===== config.mk =====
export PLATFORM = sky130hd
export DESIGN_NAME = serial_frame_rx_flat
export DESIGN_NICKNAME = d
export VERILOG_FILES = /design/src/rtl/serial_frame_rx_if.sv /design/src/rtl/serial_frame_rx.sv /design/src/flat_wrapper.sv
export SDC_FILE = /design/constraint.sdc
export NUM_CORES = 1
export LEC_CHECK = 0
export BUFFER_PORTS_ARGS = -buffer_cell sky130_fd_sc_hd__buf_2
export CAP_MARGIN = 10
export CORE_UTILIZATION = 56
export DETAILED_ROUTE_END_ITERATION = 10
export PLACE_DENSITY = 0.82
export SLEW_MARGIN = 20
export SYNTH_ARGS = -nofsm -noshare
export SYNTH_HDL_FRONTEND = slang
export SYNTH_SLANG_ARGS = --single-unit

===== constraint.sdc =====
create_clock -name clk -period 2 [get_ports clk]
set_input_delay 0.3 -clock clk [delete_from_list [all_inputs] [get_ports clk]]
set_output_delay 0.3 -clock clk [all_outputs]
set_load 0.02 [all_outputs]

===== src/rtl/serial_frame_rx_if.sv =====
`default_nettype none
// ============================================================================
//  Module      : serial_frame_rx_if
//  Description : Serial-line input and word-level valid/ready output bundle
//                for the framing receiver.
//  Revision    : 1.0  initial release
// ============================================================================
interface serial_frame_rx_if #(
    parameter int WIDTH = 32
) ();
    logic             inb;
    logic             bit_en;
    logic [WIDTH-1:0] data_out;
    logic             data_valid;
    logic             data_ready;
    logic             parity_err;
    logic             frame_err;
    logic             overrun;

    // Upstream driver and word consumer side
    modport master (
        output inb,
        output bit_en,
        output data_ready,
        input  data_out,
        input  data_valid,
        input  parity_err,
        input  frame_err,
        input  overrun
    );

    // Receiver side
    modport slave (
        input  inb,
        input  bit_en,
        input  data_ready,
        output data_out,
        output data_valid,
        output parity_err,
        output frame_err,
        output overrun
    );
endinterface
`default_nettype wire


===== src/rtl/serial_frame_rx.sv =====
`default_nettype none
// ============================================================================
//  Module      : serial_frame_rx
//  Description : Start-bit hunting serial frame receiver. Shifts in WIDTH
//                data bits LSB first, checks even parity and the stop bit,
//                and holds the word in a single-entry valid/ready buffer.
//  Revision    : 1.0  initial release
// ============================================================================
module serial_frame_rx #(
    parameter int WIDTH = 32
) (
    input  logic               clk,
    input  logic               rst_b,
    serial_frame_rx_if.slave   bus
);

    localparam int                   c_CNT_W = $clog2(WIDTH) + 1;
    localparam logic [c_CNT_W-1:0]   c_LAST  = c_CNT_W'(WIDTH - 1);

    typedef enum logic [1:0] {
        S_IDLE   = 2'd0,
        S_DATA   = 2'd1,
        S_PARITY = 2'd2,
        S_STOP   = 2'd3
    } state_t;

    state_t             r_state;
    logic [c_CNT_W-1:0] r_cnt;
    logic [WIDTH-1:0]   r_shift;
    logic               r_par_acc;
    logic               r_par_bad;
    logic [WIDTH-1:0]   r_data_out;
    logic               r_data_valid;
    logic               r_parity_err;
    logic               r_frame_err;
    logic               r_overrun;

    // Consumer takes the buffered word at this edge
    logic w_drain;
    // Buffer can accept a finished frame this edge (empty, or emptying now)
    logic w_can_load;

    assign w_drain    = r_data_valid & bus.data_ready;
    assign w_can_load = ~r_data_valid | bus.data_ready;

    // Frame FSM, shift/parity datapath and output buffer; every output is a flop
    always_ff @(posedge clk) begin
        if (rst_b) begin
            r_state      <= S_IDLE;
            r_cnt        <= '0;
            r_shift      <= '0;
            r_par_acc    <= 1'b0;
            r_par_bad    <= 1'b0;
            r_data_out   <= '0;
            r_data_valid <= 1'b0;
            r_parity_err <= 1'b0;
            r_frame_err  <= 1'b0;
            r_overrun    <= 1'b0;
        end else begin
            r_frame_err <= 1'b0;

            // A load below in the same cycle overrides this clear
            if (w_drain) begin
                r_data_valid <= 1'b0;
            end

            if (bus.bit_en) begin
                case (r_state)
                    S_IDLE: begin
                        if (bus.inb) begin
                            r_state   <= S_DATA;
                            r_cnt     <= '0;
                            r_par_acc <= 1'b0;
                        end
                    end
                    S_DATA: begin
                        // Right shift: after WIDTH bits the first (LSB) bit sits at bit 0
                        r_shift   <= {bus.inb, r_shift[WIDTH-1:1]};
                        r_par_acc <= r_par_acc ^ bus.inb;
                        r_cnt     <= r_cnt + c_CNT_W'(1);
                        if (r_cnt == c_LAST) begin
                            r_state <= S_PARITY;
                        end
                    end
                    S_PARITY: begin
                        // Even parity over data+parity: any residual 1 is an error
                        r_par_bad <= r_par_acc ^ bus.inb;
                        r_state   <= S_STOP;
                    end
                    S_STOP: begin
                        if (!bus.inb) begin
                            if (w_can_load) begin
                                r_data_out   <= r_shift;
                                r_parity_err <= r_par_bad;
                                r_data_valid <= 1'b1;
                            end else begin
                                r_overrun    <= 1'b1;
                            end
                        end else begin
                            r_frame_err <= 1'b1;
                        end
                        // A bad stop bit of 1 is never reused as the next start bit
                        r_state <= S_IDLE;
                    end
                    default: begin
                        r_state <= S_IDLE;
                    end
                endcase
            end
        end
    end

    assign bus.data_out   = r_data_out;
    assign bus.data_valid = r_data_valid;
    assign bus.parity_err = r_parity_err;
    assign bus.frame_err  = r_frame_err;
    assign bus.overrun    = r_overrun;

endmodule
`default_nettype wire


===== src/flat_wrapper.sv =====
// flat-port wrapper written by rule: the top's interface ports become plain ports
module serial_frame_rx_flat 
#(
    parameter int WIDTH = 32
)
  (clk, rst_b, bus_inb, bus_bit_en, bus_data_ready, bus_data_out, bus_data_valid, bus_parity_err, bus_frame_err, bus_overrun);
  serial_frame_rx_if #(.WIDTH(WIDTH)) bus_i ();
  input  logic clk;
  input  logic rst_b;
  input wire logic [$bits(bus_i.inb)-1:0] bus_inb;
  input wire logic [$bits(bus_i.bit_en)-1:0] bus_bit_en;
  input wire logic [$bits(bus_i.data_ready)-1:0] bus_data_ready;
  output wire logic [$bits(bus_i.data_out)-1:0] bus_data_out;
  output wire logic [$bits(bus_i.data_valid)-1:0] bus_data_valid;
  output wire logic [$bits(bus_i.parity_err)-1:0] bus_parity_err;
  output wire logic [$bits(bus_i.frame_err)-1:0] bus_frame_err;
  output wire logic [$bits(bus_i.overrun)-1:0] bus_overrun;
  assign bus_i.inb = bus_inb;
  assign bus_i.bit_en = bus_bit_en;
  assign bus_i.data_ready = bus_data_ready;
  assign bus_data_out = bus_i.data_out;
  assign bus_data_valid = bus_i.data_valid;
  assign bus_parity_err = bus_i.parity_err;
  assign bus_frame_err = bus_i.frame_err;
  assign bus_overrun = bus_i.overrun;
  serial_frame_rx #(.WIDTH(WIDTH)) u_core (.clk(clk), .rst_b(rst_b), .bus(bus_i));
endmodule

==> summary.log, run 1 <==
INFO  critical_path  crit_type=flop to flop
INFO  die            die_extent_in_x=74.2µm
INFO  die            die_height=74.2µm
INFO  cells_and_area diodes=0
INFO  pwr            peakVddDrop=701µV
INFO  worst_hold_path min-delay-start=bus_inb
INFO  timing         fmax=630MHz
INFO  cells_and_area stdcell_area=0.00333mm²
INFO  critical_path  timing.critical_path.from_type=flop
INFO  routing        dr_total_vias=2379
INFO  grt            grt_pass1_wl=8.94mm
INFO  timing         setup_viol_count_final=0
INFO  critical_path  cp_max_fanout=29
INFO  synth          synth.distinct_cells=30
INFO  die            placeableCoreArea=0.00488mm²
INFO  cells_and_area num-nets-final=404
INFO  synth          syn_nets=370
INFO  worst_hold_path holdCritPathClass=primary input to flop
INFO  grt            grt_overflow_total=0
INFO  routing        route.detailed.wl_per_inst=11.8µm
INFO  synth          syn-cell-area=0.00292mm²
INFO  cells_and_area multi_input_area=0.00122mm²
INFO  place          post_dp_cell_area=0.00313mm²
INFO  die            design.die.area=0.00551mm²
INFO  cts            cts_tree=built
INFO  cts            ctsRootBufferMaster=clkbuf_8
INFO  cells_and_area commonest_non_fill_non_tap_cell_in_the_layout=nand2_1
INFO  place          place.detailed.hpwl=3.38mm
INFO  timing         finalClockSkew=0.00480ns
INFO  grt            top_usage_layer=met2
INFO  cells_and_area postLayoutCoreUtil=68.3%
INFO  cts            h-tree-depth=3
INFO  cells_and_area most-common-layout-cells=nand2_1, dfxtp_1, a21oi_1
INFO  timing         timing.final.max_slew_violations=0
INFO  synth          ys_ff_latch=78
INFO  timing         final.setup.tns=0ns
INFO  routing        drc=0
INFO  timing         grt_setup_unrepaired=false
INFO  die            start_util=59.9%
INFO  die            ioPinCount=41
INFO  routing        ant_nets=0
INFO  synth          yosys_warnings=0
INFO  pwr            leakage=1.27nW
INFO  die            fp-row-count=25
INFO  cts            worstSkewPairLatency=0.34ns
INFO  cts            cts.clk_slew.worst_paths=0.07ns
INFO  cells_and_area area_taken_by_flip_flops_and_latches=0.00156mm²
INFO  cts            post_cts_buffers=0
INFO  grt            grt_start_max_net_pins=44
INFO  grt            grtUsageMet1=26.7%
INFO  cells_and_area post_route_cells_drive_above_1_share=16.3%
INFO  pwr            power=0.00288W
INFO  timing         hold_viol=0
INFO  timing         final.period_utilization=79.4%
INFO  critical_path  critPathArrivalTime=1.86ns
INFO  place          io_buffers=40
INFO  synth          synthesis.area_per_instance=8.14µm²
INFO  synth          synth-seq-area-share=53.4%
INFO  grt            global_route.usage.met3=8.13%
INFO  pwr            power_density=866mW/mm²
INFO  timing         worstMarginPinSlew=0.495ns
INFO  grt            antenna_found_initial=0
INFO  timing         finalCriticalPeriod=1.59ns
INFO  grt            grtUsageMet2=35.3%
INFO  grt            gr-usage-all-layers=21.6%
INFO  cts            ctsResizeCount=0
INFO  synth          syn_inst=359
INFO  cts            hold_buffers=0
INFO  cells_and_area syn2layout_area_growth=14.0%
INFO  critical_path  critical_path_required=2.27ns
INFO  flow_run       cap_violations=0
INFO  critical_path  critPathCaptureType=flop
INFO  routing        drt_iter0_drc=183
INFO  timing         relSlewSlack=66.6%
INFO  cells_and_area fillCellCount=425
INFO  grt            vias_in_the_first_global_route=1987
INFO  outcome        outcome=finished clean
INFO  place          finalWeightedCongestion=0.845
INFO  critical_path  regToRegStartpoint=u_core.r_state[0]$_SDFFE_PP0P_
INFO  cts            numCtsBuffers=9
INFO  routing        drt-total-wl=5.47mm
INFO  critical_path  cp-startpoint=u_core.r_state[0]$_SDFFE_PP0P_
INFO  routing        drt_pre_antenna_iters=4
INFO  cts            cts.path.max_buffers=2
INFO  routing        detail_route.vias_per_cell=5.12
INFO  cts            numClockSinks=78
-- layer usage --
layer / part of all wire [%] / up-vias
met5: 0 / -
met4: 0.82 / 0
met3: 4.5 / 6
met2: 47 / 56
met1: 47 / 1082
li1: - / 1235
-- power breakdown --
group / internal [W] / switching [W] / leakage [nW]
clock: 0.000644 / 0.000529 / 0.0996
sequential: 0.00156 / 0.00000662 / 0.628
combinational: 0.0000417 / 0.000104 / 0.544
total: 0.00225 / 0.000639 / 1.27
-- critical path: stages (launching register included) --
cell and delay (ns):
dfxtp_1 0.34, ha_1 0.25, nand3b_4 0.10, nand2b_1 0.19, buf_4 0.33, nand2_1 0.11, a21oi_1 0.18
-- cell type report --
cell class | count | share of cell area [%]
clock buffers | 13 | 4.77
clock inverters | 3 | 1.28
inverters | 4 | 0.451
multi-input cells | 253 | 36.5
flip-flops and latches | 78 | 46.9
well taps | 67 | 2.52
repair buffers | 47 | 7.59
-- per-stage QoR --
step,hold WS (ns),cells,setup WS (ns)
after floorplan,0.432,359,0.610
after global placement,0.440,449,0.505
after detailed placement,0.443,449,0.454
after CTS,0.263,465,0.389
after global routing,0.279,465,0.305
final,0.268,465,0.412
-- final timing paths --
check / depth (start not counted) / endpoint / slack (ns)
setup / recovery: 6 / u_core.bus.data_out[21]$_SDFFE_PP0P_ / 0.41
hold / removal: 3 / u_core.r_shift[31]$_SDFFE_PP0P_ / 0.27
setup reg to reg: 6 / u_core.bus.data_out[21]$_SDFFE_PP0P_ / 0.41
hold reg to reg: 2 / u_core.bus.data_out[9]$_SDFFE_PP0P_ / 0.45
-- synth_stat cells --
cell type	n	share of area (%)
or3_1	1	0.21
buf_4	1	0.26
a32oi_1	1	0.30
nor2b_1	1	0.21
nand2_1	133	17
a31o_2	1	0.30
dfxtp_1	78	53
a21o_1	1	0.26
buf_2	11	1.9
nor3b_1	2	0.51
ha_1	6	2.6
a31oi_1	1	0.21
nand3_1	2	0.34
and3_1	2	0.43
a21oi_1	70	12
inv_1	4	0.51
clkbuf_1	9	1.2
a211oi_1	1	0.26
a41o_1	1	0.34
and2_1	3	0.64
o21ai_0	2	0.34
xnor2_1	1	0.30
nand3b_4	1	0.69
nand2b_1	3	0.64
xor2_1	4	1.2
mux2_2	1	0.39
nand4_1	3	0.64
nor2_1	11	1.4
a311oi_1	1	0.30
buf_6	3	1.2
-- flip-flops by register name (all words and copies together) (netlist names) --
| name | cells |
|---|---|
| u_core.bus.overrun | 1 |
| u_core.bus.frame_err | 1 |
| u_core.r_par_bad | 1 |
| u_core.bus.data_out | 32 |
| u_core.r_state | 2 |
| u_core.r_cnt | 6 |
| u_core.bus.data_valid | 1 |
| u_core.bus.parity_err | 1 |
| u_core.r_shift | 32 |
| u_core.r_par_acc | 1 |
-- kinds of logic (layout without fill, tap and decap cells) --
logic type,Yosys count,after routing,share of synthesized area (%)
AO/OA/AOI/OAI,79,79,14.3
XOR/XNOR,5,5,1.50
adder cells (fa/ha/maj),6,6,2.57
buffers and inverters,28,67,4.97
flip-flops,78,78,53.4
multiplexers,1,1,0.385
AND/OR/NAND/NOR,162,162,22.8
Power figures use the tool's default switching activity.
==> inputs of run 2 (changes only) <==
--- a/config.mk
+++ b/config.mk
@@ -5,6 +5,7 @@
 export SDC_FILE = /design/constraint.sdc
 export NUM_CORES = 1
 export LEC_CHECK = 0
+export ABC_AREA = 1
 export BUFFER_PORTS_ARGS = -buffer_cell sky130_fd_sc_hd__buf_2
 export CAP_MARGIN = 10
 export CORE_UTILIZATION = 56
==> constraint.sdc (replaced) <==
create_clock -name clk -period 1.55 [get_ports clk]
set_input_delay 0.2325 -clock clk [delete_from_list [all_inputs] [get_ports clk]]
set_output_delay 0.2325 -clock clk [all_outputs]
set_load 0.02 [all_outputs]
==> summary.log, run 2 <==
INFO  outcome        outcome=finished clean [unchanged]
INFO  synth          post_synth_mux_area_share=0% [was 0.385%]
INFO  critical_path  timing.critical_path.slowest_stage_cell=dfxtp_1 [unchanged]
INFO  worst_hold_path min-delay-start=rst_b [was bus_inb]
INFO  cts            post_cts_buffers=0 [unchanged]
INFO  timing         hold_viol=0 [unchanged]
INFO  routing        dr_total_vias=2464 [was 2379]
INFO  cells_and_area num-nets-final=427 [was 404]
INFO  critical_path  timing.critical_path.mode_cell=nor2_1
INFO  timing         layout_setup_ws=0.115ns [was 0.412 ns]
INFO  routing        top_signal_layer_used=met4 [unchanged]
INFO  critical_path  regToRegStartpoint=u_core.r_state[0]$_SDFFE_PP0P_ [unchanged]
INFO  cells_and_area post_route_cells_drive_above_1_share=21.9% [was 16.3%]
INFO  die            placeableCoreArea=0.00517mm² [was 0.00488 mm²]
INFO  routing        route.detailed.wl_per_inst=11.3µm [was 11.8 µm]
INFO  synth          synth_most_common_cell=nor2_1 [was nand2_1]
INFO  synth          synth-seq-area-share=51.4% [was 53.4%]
INFO  routing        drt_iter0_drc=192 [was 183]
INFO  cts            numCtsBuffers=9 [unchanged]
INFO  critical_path  critPathArrivalTime=1.69ns [was 1.86 ns]
INFO  pwr            power.sequential.fraction=50.6% [was 54.3%]
INFO  grt            gr-usage-all-layers=21.1% [was 21.6%]
INFO  routing        detail_route.vias_per_cell=5.02 [was 5.12]
INFO  synth          syn_nets=393 [was 370]
INFO  cells_and_area most-common-layout-cells=nor2_1, dfxtp_1, o21ai_1 [was nand2_1, dfxtp_1, a21oi_1]
INFO  cells_and_area final-instance-count-excl-fill=491 [was 465]
INFO  flow_run       cap_violations=0 [unchanged]
INFO  synth          largest_family_of_logic_cells_by_synthesized_area=simple AND/OR/NAND/NOR gates [unchanged]
INFO  synth          syn-cell-area=0.00304mm² [was 0.00292 mm²]
INFO  pwr            netSwitchingFraction=26.1% [was 22.2%]
INFO  pwr            peakVddDrop=601µV [was 701 µV]
INFO  synth          synth.distinct_cells=26 [was 30]
INFO  cts            ctsRootBufferMaster=clkbuf_8 [unchanged]
INFO  synth          syn_inst=382 [was 359]
INFO  timing         grt_setup_unrepaired=true [was false]
INFO  die            design.die.area=0.00572mm² [was 0.00551 mm²]
INFO  timing         finalClockSkew=0.0102ns [was 0.00480 ns]
INFO  timing         worstMarginPinSlew=0.317ns [was 0.495 ns]
INFO  synth          synth_xor_xnor_area_share=0.577% [was 1.50%]
INFO  grt            grt_start_max_net_pins=68 [was 44]
INFO  pwr            leakage=1.59nW [was 1.27 nW]
INFO  cts            numClockSinks=78 [unchanged]
INFO  timing         hold_worst_slack=0.168ns [was 0.268 ns]
INFO  critical_path  cp_max_fanout=32 [was 29]
INFO  routing        ant_nets=0 [unchanged]
INFO  routing        drt-total-wl=5.57mm [was 5.47 mm]
INFO  worst_hold_path holdCritPathClass=primary input to flop [unchanged]
INFO  routing        wire_length_on_met1=2.65mm [was 2.59 mm]
INFO  synth          ys_top_cells_by_count=nor2_1, dfxtp_1, o21ai_1, o21ai_0 [was nand2_1, dfxtp_1, a21oi_1, buf_2, nor2_1]
INFO  die            fp-row-count=26 [was 25]
INFO  critical_path  worst_r2r_path_depth=6 [unchanged]
INFO  critical_path  worst_path_largest_cell_delay=0.39ns [was 0.34 ns]
INFO  place          placedCellCount=475 [was 449]
INFO  pwr            p_int=0.00317W [was 0.00225 W]
INFO  routing        routed-wl-met3=166µm [was 248 µm]
INFO  grt            grt_pass1_wl=8.99mm [was 8.94 mm]
INFO  cts            ctsResizeCount=0 [unchanged]
INFO  cells_and_area commonest_non_fill_non_tap_cell_in_the_layout=nor2_1 [was nand2_1]
INFO  die            die_height=75.6µm [was 74.2 µm]
INFO  timing         final.period_utilization=92.6% [was 79.4%]
INFO  synth          synth_fa_ha_area_share=2.47% [was 2.57%]
INFO  timing         final.setup.tns=0ns [unchanged]
INFO  routing        drt_pre_antenna_iters=4 [unchanged]
INFO  critical_path  critical_path_cell_by_cell=ha_1 -> nand3_4 -> nor2_8 -> inv_6 -> nor2_1 -> nor2_1 [was ha_1 -> nand3b_4 -> nand2b_1 -> buf_4 -> nand2_1 -> a21oi_1]
INFO  cells_and_area syn2layout_area_growth=14.5% [was 14.0%]
INFO  cells_and_area diodes=0 [unchanged]
INFO  die            die_extent_in_x=75.6µm [was 74.2 µm]
INFO  critical_path  critPathCaptureType=flop [unchanged]
INFO  cts            cts.path.max_buffers=2 [unchanged]
INFO  synth          postSynth.topFlopCell=dfxtp_1 [unchanged]
INFO  cts            worstSkewPairLatency=0.36ns [was 0.34 ns]
INFO  grt            grt_overflow_total=0 [unchanged]
INFO  timing         timing.final.max_slew_violations=0 [unchanged]
INFO  synth          synth_compound_gate_area_share=12.9% [was 14.3%]
INFO  synth          ys_ff_latch=78 [unchanged]
INFO  synth          netlist.area_leader.share=51.4% [was 53.4%]
INFO  place          place.detailed.hpwl=3.53mm [was 3.38 mm]
INFO  synth          synthTopCellsByArea=dfxtp_1, nor2_1, o21ai_1 [was dfxtp_1, nand2_1, a21oi_1]
INFO  routing        drc=0 [unchanged]
INFO  critical_path  crit_type=flop to flop [unchanged]
INFO  place          finalWeightedCongestion=0.787 [was 0.845]
INFO  place          post-place-ws=0.0745ns [was 0.454 ns]
INFO  cts            cts_tree=built [unchanged]
INFO  pwr            share_comb_of_total_power=8.9% [was 5.0%]
INFO  worst_hold_path worst_hold_path.endpoint=u_core.r_cnt[0]$_SDFFE_PP0P_ [was u_core.r_shift[31]$_SDFFE_PP0P_]
INFO  critical_path  cp-startpoint=u_core.r_state[0]$_SDFFE_PP0P_ [unchanged]
INFO  place          io_buffers=40 [unchanged]
INFO  critical_path  reg2reg_setup_slack=0.11ns [was 0.41 ns]
INFO  cts            h-tree-depth=3 [unchanged]
INFO  synth          yosys_warnings=0 [unchanged]
INFO  synth          netlist.top_cell.by_area=dfxtp_1 [unchanged]
INFO  critical_path  crit-reg2reg-capture=u_core.bus.data_out[4]$_SDFFE_PP0P_ [was u_core.bus.data_out[21]$_SDFFE_PP0P_]
INFO  synth          synthesis.area_per_instance=7.95µm² [was 8.14 µm²]
INFO  timing         setup_viol_count_final=0 [unchanged]
INFO  critical_path  critical_path_required=1.80ns [was 2.27 ns]
INFO  synth          synth_edf_count=0 [unchanged]
INFO  pwr            clock_power_share=40.4% [was 40.7%]
INFO  cts            cts.clk_slew.worst_paths=0.08ns [was 0.07 ns]
INFO  pwr            net-switching-power=0.00112W [was 0.000639 W]
INFO  critical_path  timing.critical_path.from_type=flop [unchanged]
INFO  synth          post_synth_and_or_nand_nor_area_fraction=25.7% [was 22.8%]
INFO  worst_hold_path worst_hold_path.num_cells=2 [was 3]
INFO  pwr            power_density=1230mW/mm² [was 866 mW/mm²]
INFO  timing         finalCriticalPeriod=1.44ns [was 1.59 ns]
INFO  routing        wl_met2=2.63mm [was 2.58 mm]
INFO  timing         relSlewSlack=78.9% [was 66.6%]
INFO  die            start_util=58.7% [was 59.9%]
INFO  timing         fmax=697MHz [was 630 MHz]
INFO  die            ioPinCount=41 [unchanged]
INFO  grt            vias_in_the_first_global_route=1982 [was 1987]
INFO  grt            antenna_found_initial=0 [unchanged]
INFO  synth          fraction_of_synthesis_flops_using_an_asynchronous_set_or_reset_pin=0% [unchanged]
INFO  cts            hold_buffers=0 [unchanged]
==> run 2: changes by cell type in the layout (fill, tap and decap cells not counted), moves of 5 or more <==
cell     change
a21oi_1     -61
o21ai_1     +41
nand2_1    -113
o21ai_0     +23
buf_4        -5
nor2_2      +22
inv_1        +9
nand3_1      +6
nor2_1     +111
==> run 2: area by class of cell <==
| class | instances | area [µm²] |
|---|---|---|
| clock buffers | 9 | 124 |
| clock inverters | 7 | 105 |
| fillers | 452 | 1700 |
| inverters | 17 | 71.3 |
| multi-input cells | 265 | 1270 |
| flip-flops and latches | 78 | 1560 |
| well taps | 70 | 87.6 |
| repair buffers | 45 | 258 |
==> run 2: metal layers <==
| metal | track usage, % | vias to the layer above |
|---|---|---|
| li1 | - | 1288 |
| met1 | 26.7 | 1119 |
| met2 | 33.9 | 45 |
| met3 | 4.76 | 12 |
| met4 | 11.1 | 0 |
| met5 | 0 | - |
==> run 2: power groups by stage <==
stage / combinational [W] / clock (W) / sequential, W
6_report: 0.000383 / 0.00173 / 0.00217
5_1_grt: 0.000444 / 0.00184 / 0.00218
4_1_cts: 0.000379 / 0.00176 / 0.00217
3_5_place_dp: 0.000376 / 0 / 0.00221
3_3_place_gp: 0.000367 / 0 / 0.00221
2_1_floorplan: 0.000290 / 0 / 0.00222
==> run 2: critical path, delay by kind of cell, from the launching register on <==
family | cells | cell delay (ns)
adders and majority gates | 1 | 0.25
buffers and inverters | 1 | 0.16
DFF | 1 | 0.39
and+or+nand+nor | 4 | 0.53
==> run 2: logic make-up after synthesis <==
logic type               Yosys count
AND/OR/NAND/NOR                  180
flip-flops                        78
AO/OA/AOI/OAI                     77
buffers and inverters             39
adder cells (fa/ha/maj)            6
XOR/XNOR                           2
==> run 2: worst max path at each step <==
stage	end
2_1_floorplan	u_core.r_shift[10]$_SDFFE_PP0P_
3_3_place_gp	u_core.r_cnt[4]$_SDFFE_PP0P_
3_5_place_dp	u_core.r_cnt[5]$_SDFFE_PP0P_
4_1_cts	u_core.r_cnt[5]$_SDFFE_PP0P_
5_1_grt	u_core.bus.data_out[3]$_SDFFE_PP0P_
6_report	u_core.bus.data_out[4]$_SDFFE_PP0P_
==> run 2: metrics by stage <==
step | total power, W | cell area, µm² | utilization, %
global placement | 0.00258 | 3230 | 62.4
CTS | 0.00431 | 3460 | 66.9
finish | 0.00429 | 3480 | 67.2
floorplan | 0.00251 | 3040 | -
global route | 0.00446 | 3480 | 67.2
detailed placement | 0.00259 | 3230 | 62.4
